$ cat src/rtl/r4_otfc_accum.sv
`default_nettype none
// ============================================================================
// Module      : r4_otfc_accum
// Description : Radix-4 on-the-fly quotient conversion with final sign fix.
//               Signed-digit quotient digits {-2..+2} are folded into a
//               conventional binary quotient one digit per cycle. Two words
//               are kept, Q and QM = Q-1. Each update appends two bits to one
//               of them, so no carry-propagate adder is needed. When the
//               final remainder sign arrives, Q or QM is selected as the
//               corrected quotient.
//               QUO_W must be even and at least 4.
// Ports       : clk            - clock, rising edge
//               rst            - asynchronous active-high reset
//               start_i        - begin a new operation (IDLE only)
//               flush_i        - synchronous abort to IDLE, highest priority
//               dig_vld_i      - dig_i is valid
//               dig_i[4:0]     - one-hot digit [4]=-2 [3]=-1 [2]=0 [1]=+1 [0]=+2
//               dig_rdy_o      - digit accepted this cycle (ACCUM)
//               rem_sign_vld_i - rem_neg_i is valid
//               rem_neg_i      - final remainder negative, select Q-1
//               busy_o         - not IDLE
//               out_vld_o      - quo_o / illegal_o valid (DONE)
//               out_rdy_i      - consumer accepts the result
//               quo_o          - corrected quotient, modulo 2^QUO_W
//               illegal_o      - a non-one-hot digit was seen this operation
// Revision    : 1.0 - initial release
// ============================================================================
module r4_otfc_accum #(
    parameter int QUO_W = 28,
    parameter int ITER  = QUO_W / 2
) (
    input  logic             clk,
    input  logic             rst,
    input  logic             start_i,
    input  logic             flush_i,
    input  logic             dig_vld_i,
    input  logic [4:0]       dig_i,
    output logic             dig_rdy_o,
    input  logic             rem_sign_vld_i,
    input  logic             rem_neg_i,
    output logic             busy_o,
    output logic             out_vld_o,
    input  logic             out_rdy_i,
    output logic [QUO_W-1:0] quo_o,
    output logic             illegal_o
);

    localparam int CNT_W = $clog2(ITER + 1);

    typedef enum logic [1:0] {
        S_IDLE  = 2'd0,
        S_ACCUM = 2'd1,
        S_FIX   = 2'd2,
        S_DONE  = 2'd3
    } state_t;

    state_t             state_q, state_d;
    logic [QUO_W-1:0]   q_q, q_d;
    logic [QUO_W-1:0]   qm_q, qm_d;
    logic [QUO_W-1:0]   res_q, res_d;
    logic [CNT_W-1:0]   cnt_q, cnt_d;
    logic               ill_q, ill_d;

    logic               dig_legal;
    logic [4:0]         dig_eff;
    logic               dig_take;
    logic [QUO_W-1:0]   q_next;
    logic [QUO_W-1:0]   qm_next;

    // Exactly one bit set: non-zero and clearing the lowest set bit leaves zero.
    assign dig_legal = (dig_i != 5'd0) && ((dig_i & (dig_i - 5'd1)) == 5'd0);
    // Illegal digits are folded in as zero.
    assign dig_eff   = dig_legal ? dig_i : 5'b00100;
    assign dig_take  = (state_q == S_ACCUM) && dig_vld_i;

    // 4*X + k for k in 0..3 is a shift with k appended in the two new LSBs.
    // Negative digits borrow from QM, which avoids any carry propagation.
    always_comb begin
        q_next  = q_q;
        qm_next = qm_q;
        unique case (1'b1)
            dig_eff[0]: begin // +2
                q_next  = {q_q[QUO_W-3:0],  2'd2};
                qm_next = {q_q[QUO_W-3:0],  2'd1};
            end
            dig_eff[1]: begin // +1
                q_next  = {q_q[QUO_W-3:0],  2'd1};
                qm_next = {q_q[QUO_W-3:0],  2'd0};
            end
            dig_eff[3]: begin // -1
                q_next  = {qm_q[QUO_W-3:0], 2'd3};
                qm_next = {qm_q[QUO_W-3:0], 2'd2};
            end
            dig_eff[4]: begin // -2
                q_next  = {qm_q[QUO_W-3:0], 2'd2};
                qm_next = {qm_q[QUO_W-3:0], 2'd1};
            end
            default: begin // 0
                q_next  = {q_q[QUO_W-3:0],  2'd0};
                qm_next = {qm_q[QUO_W-3:0], 2'd3};
            end
        endcase
    end

    always_comb begin
        state_d = state_q;
        q_d     = q_q;
        qm_d    = qm_q;
        res_d   = res_q;
        cnt_d   = cnt_q;
        ill_d   = ill_q;

        if (flush_i) begin
            // Result register is left alone so quo_o keeps its last value.
            state_d = S_IDLE;
            cnt_d   = '0;
            ill_d   = 1'b0;
        end else begin
            unique case (state_q)
                S_IDLE: begin
                    if (start_i) begin
                        state_d = S_ACCUM;
                        q_d     = '0;
                        qm_d    = '1;
                        cnt_d   = '0;
                        ill_d   = 1'b0;
                    end
                end
                S_ACCUM: begin
                    if (dig_take) begin
                        q_d   = q_next;
                        qm_d  = qm_next;
                        cnt_d = cnt_q + 1'b1;
                        ill_d = ill_q | ~dig_legal;
                        if (cnt_q == CNT_W'(ITER - 1)) begin
                            state_d = S_FIX;
                        end
                    end
                end
                S_FIX: begin
                    if (rem_sign_vld_i) begin
                        res_d   = rem_neg_i ? qm_q : q_q;
                        state_d = S_DONE;
                    end
                end
                S_DONE: begin
                    if (out_rdy_i) begin
                        state_d = S_IDLE;
                    end
                end
                default: state_d = S_IDLE;
            endcase
        end
    end

    always_ff @(posedge clk or posedge rst) begin
        if (rst) begin
            state_q <= S_IDLE;
            q_q     <= '0;
            qm_q    <= '1;
            res_q   <= '0;
            cnt_q   <= '0;
            ill_q   <= 1'b0;
        end else begin
            state_q <= state_d;
            q_q     <= q_d;
            qm_q    <= qm_d;
            res_q   <= res_d;
            cnt_q   <= cnt_d;
            ill_q   <= ill_d;
        end
    end

    assign dig_rdy_o = (state_q == S_ACCUM);
    assign busy_o    = (state_q != S_IDLE);
    assign out_vld_o = (state_q == S_DONE);
    assign quo_o     = res_q;
    assign illegal_o = ill_q;

endmodule
`default_nettype wire

$ cat config.mk
export PLATFORM = sky130hd
export DESIGN_NAME = r4_otfc_accum
export DESIGN_NICKNAME = d
export VERILOG_FILES = /design/src/rtl/r4_otfc_accum.sv
export SDC_FILE = /design/constraint.sdc
export NUM_CORES = 1
export LEC_CHECK = 0
export ABC_CLOCK_PERIOD_IN_PS = 5800
export CORE_MARGIN = 2
export CORE_UTILIZATION = 61
export CTS_CLUSTER_SIZE = 12
export DETAILED_ROUTE_END_ITERATION = 12
export PLACE_DENSITY_LB_ADDON = 0.08
export SKIP_CTS_REPAIR_TIMING = 1
export SYNTH_ARGS = -nofsm -noshare
export SYNTH_HDL_FRONTEND = slang
export SYNTH_SLANG_ARGS = --single-unit
$ cat constraint.sdc
create_clock -name clk -period 5.8 [get_ports clk]
set_clock_uncertainty 0.05 [all_clocks]
set_input_delay 1.16 -clock clk [delete_from_list [all_inputs] [get_ports clk]]
set_output_delay 1.16 -clock clk [all_outputs]
set_load 0.05 [all_outputs]
==> reports/qor.yml <==
floorplan:
  die_h_um: 89.98
  initial_core_util: 0.6250
  rows: 31
  io_pins: 45
  dieArea_um2: 8096
  die_w_um: 89.98
  core_area_um2: 7214
drt:
  drcViolationCount: 0
  routedWlPerCell_um: 15.87
  dr.pass1.iters: 5
  ant_nets: 0
  vias_per_cell: 5.774
  wirelength_um: 9600
  dr_total_vias: 3493
  drt_iter0_drc: 286
sta:
  fin_tns_setup_ns: 0
  slew_viol_final: 0
  rsz0062_at_grt: "no"
  clock.fmax_mhz: 304.1
  min_period_over_period: 0.5670
  finalHoldViolCount: 0
  finalSetupViolCount: 0
  holdWs_ns: 0.4336
  tightest_slew_ns: 1.161
  fin_crit_ns: 3.289
  maxSlewHeadroom: 0.2237
  fin_ws_ns: 2.511
global_routing:
  use_met2: 0.4110
  grt_max_degree: 57
  antenna_found_initial: 0
  grt_overflow: 0
  grt.met1_usage: 0.3371
  grtUsageMet3: 0.04359
  grt_usage: 0.2466
  grt_pass1_wl_um: 16360
  grt_pass1_vias: 3439
  grt-busiest-layer: "met2"
outcome:
  status: "completed"
setup_path:
  start_kind: "input pin"
  crit_required_ns: 6.03
  crit_fanout: 28
  worstPathArrival_ns: 3.52
  rr_worst_depth: 6
  path_class: "input pin to flip-flop"
  critPathCaptureType: "flip-flop"
cts:
  cts_tree: "yes"
  htree_levels: 3
  cts_buffers: 9
  clk_pin_slew_ns: 0.09
  clkSinkCount: 91
  insertion_delay_ns: 0.35
  clk_path_buf_depth: 2
  root_buffer: "clkbuf_8"
power_and_ir_drop:
  powerDensity_nw_per_um2: 441.6
  finalPower_mw: 2.283
  leakage_nw: 2.461
  ir_worst_vdd_mv: 0.2518
worst_hold_path:
  hold_class: "flip-flop to flip-flop"
  hold-path-cell-count: 2
yosys:
  synth_top_area_frac: 0.3496
  synthTopCellsByArea: "dfrtp_1, dfstp_2, mux2i_1"
  yosysUniqueCellTypes: 39
  synth_fp_nets: 491
  netlist_area_um2: 4509
  ys_ff_latch: 91
  async_flop_share: 1.000
  post-synth-top-count-cell: "nand2_1"
  synthTopCellsByCount: "nand2_1, dfrtp_1, mux2i_1, o21ai_0, nor2_1"
  yosysTopAreaCell: "dfrtp_1"
  synth-main-ff-cell: "dfrtp_1"
  synth_area_per_cell_um2: 9.554
  synth-edff-count: 0
  synth_seq_area_share: 0.5128
  ys_warn_count: 0
  synthCells: 472
cells_and_area:
  finalInstanceArea_um2: 5171
  utilization: 0.7168
  fillers: 557
  stdcell_count: 605
  diodes: 0
  final_nets: 520
  area_growth_pct: 14.68
  drive_gt1_frac: 0.1087
placed_design:
  gp_congestion: 0.8387
  dp_slack_ns: 2.155
  place_inst: 589
  placed_cell_area_um2: 4959
  port_buffers: 44
  place_hpwl_um: 5927
flow_run:
  drv_cap: 0
-- cell type report --
class                   count  area [um^2]  share of cell area
flip-flops and latches     91         2312              0.4471
multi-input cells         341         2006              0.3879
repair buffers             50        485.5             0.09388
clock buffers              11        151.4             0.02928
well taps                  99        123.9             0.02395
clock inverters             5        61.31             0.01186
inverters                   8        31.28            0.006049
-- cell usage in the layout (no fill, tap or decap), drive strengths merged, types with 2 or more instances in the layout --
cell,n
buf,6
a31oi,27
dfstp,28
clkbuf,11
nand3,8
a21oi,4
clkinv,5
nor2b,6
or3,2
a32o,2
dfrtp,63
nand2b,4
xnor2,3
nand2,109
inv,7
or4,4
ha,6
o21ai,62
clkdlybuf4s50,44
mux2i,56
nor2,31
nor4,2
-- routing by layer --
metal | vias to the layer above | share of wire
met2 | 98 | 0.50
met5 | - | 0
met4 | 0 | 0.0079
met1 | 1710 | 0.46
li1 | 1678 | -
met3 | 7 | 0.041
-- logic make-up (layout without fill, tap and decap cells) --
| family | count (synthesis) | in the layout | share of synthesized area |
|---|---|---|---|
| compound gates | 103 | 103 | 0.1301 |
| xor+xnor | 4 | 4 | 0.007771 |
| fa+ha+maj | 6 | 6 | 0.01665 |
| buf+inv | 40 | 74 | 0.04495 |
| flops | 91 | 91 | 0.5128 |
| mux | 56 | 56 | 0.1243 |
| simple gates | 172 | 172 | 0.1634 |
-- flip-flops by register name (all words and copies together) (netlist names) --
| register | flops |
|---|---|
| illegal_o | 1 |
| quo_o | 28 |
| cnt_q | 4 |
| q_q | 28 |
| state_q | 2 |
| qm_q | 28 |
-- critical path, cell delays in order --
cell             delay [ns]
clkdlybuf4s50_1        0.54
nor2b_1                0.33
nand3_1                0.87
a211oi_1               0.48
o2bb2ai_1              0.12
-- power by group --
group          switching [mW]  internal (mW)  leakage [nW]
clock network           0.222          0.224         0.109
registers              0.0864          0.778          1.15
logic                   0.667          0.306          1.20
total                   0.975           1.31          2.46
-- final timing paths --
| path | endpoint | slack, ns | startpoint |
|---|---|---|---|
| worst min-delay path | quo_o[14] | 0.43 | quo_o[14] |
| worst max-delay path | qm_q[1] | 2.51 | flush_i |
| worst min register to register | quo_o[14] | 0.43 | quo_o[14] |
| min in group asynchronous | q_q[22] | 1.25 | rst |
| max in group asynchronous | qm_q[2] | 3.44 | rst |
| worst max register to register | qm_q[1] | 3.06 | state_q[1] |
No activity file was read; power rests on OpenSTA's default activity.
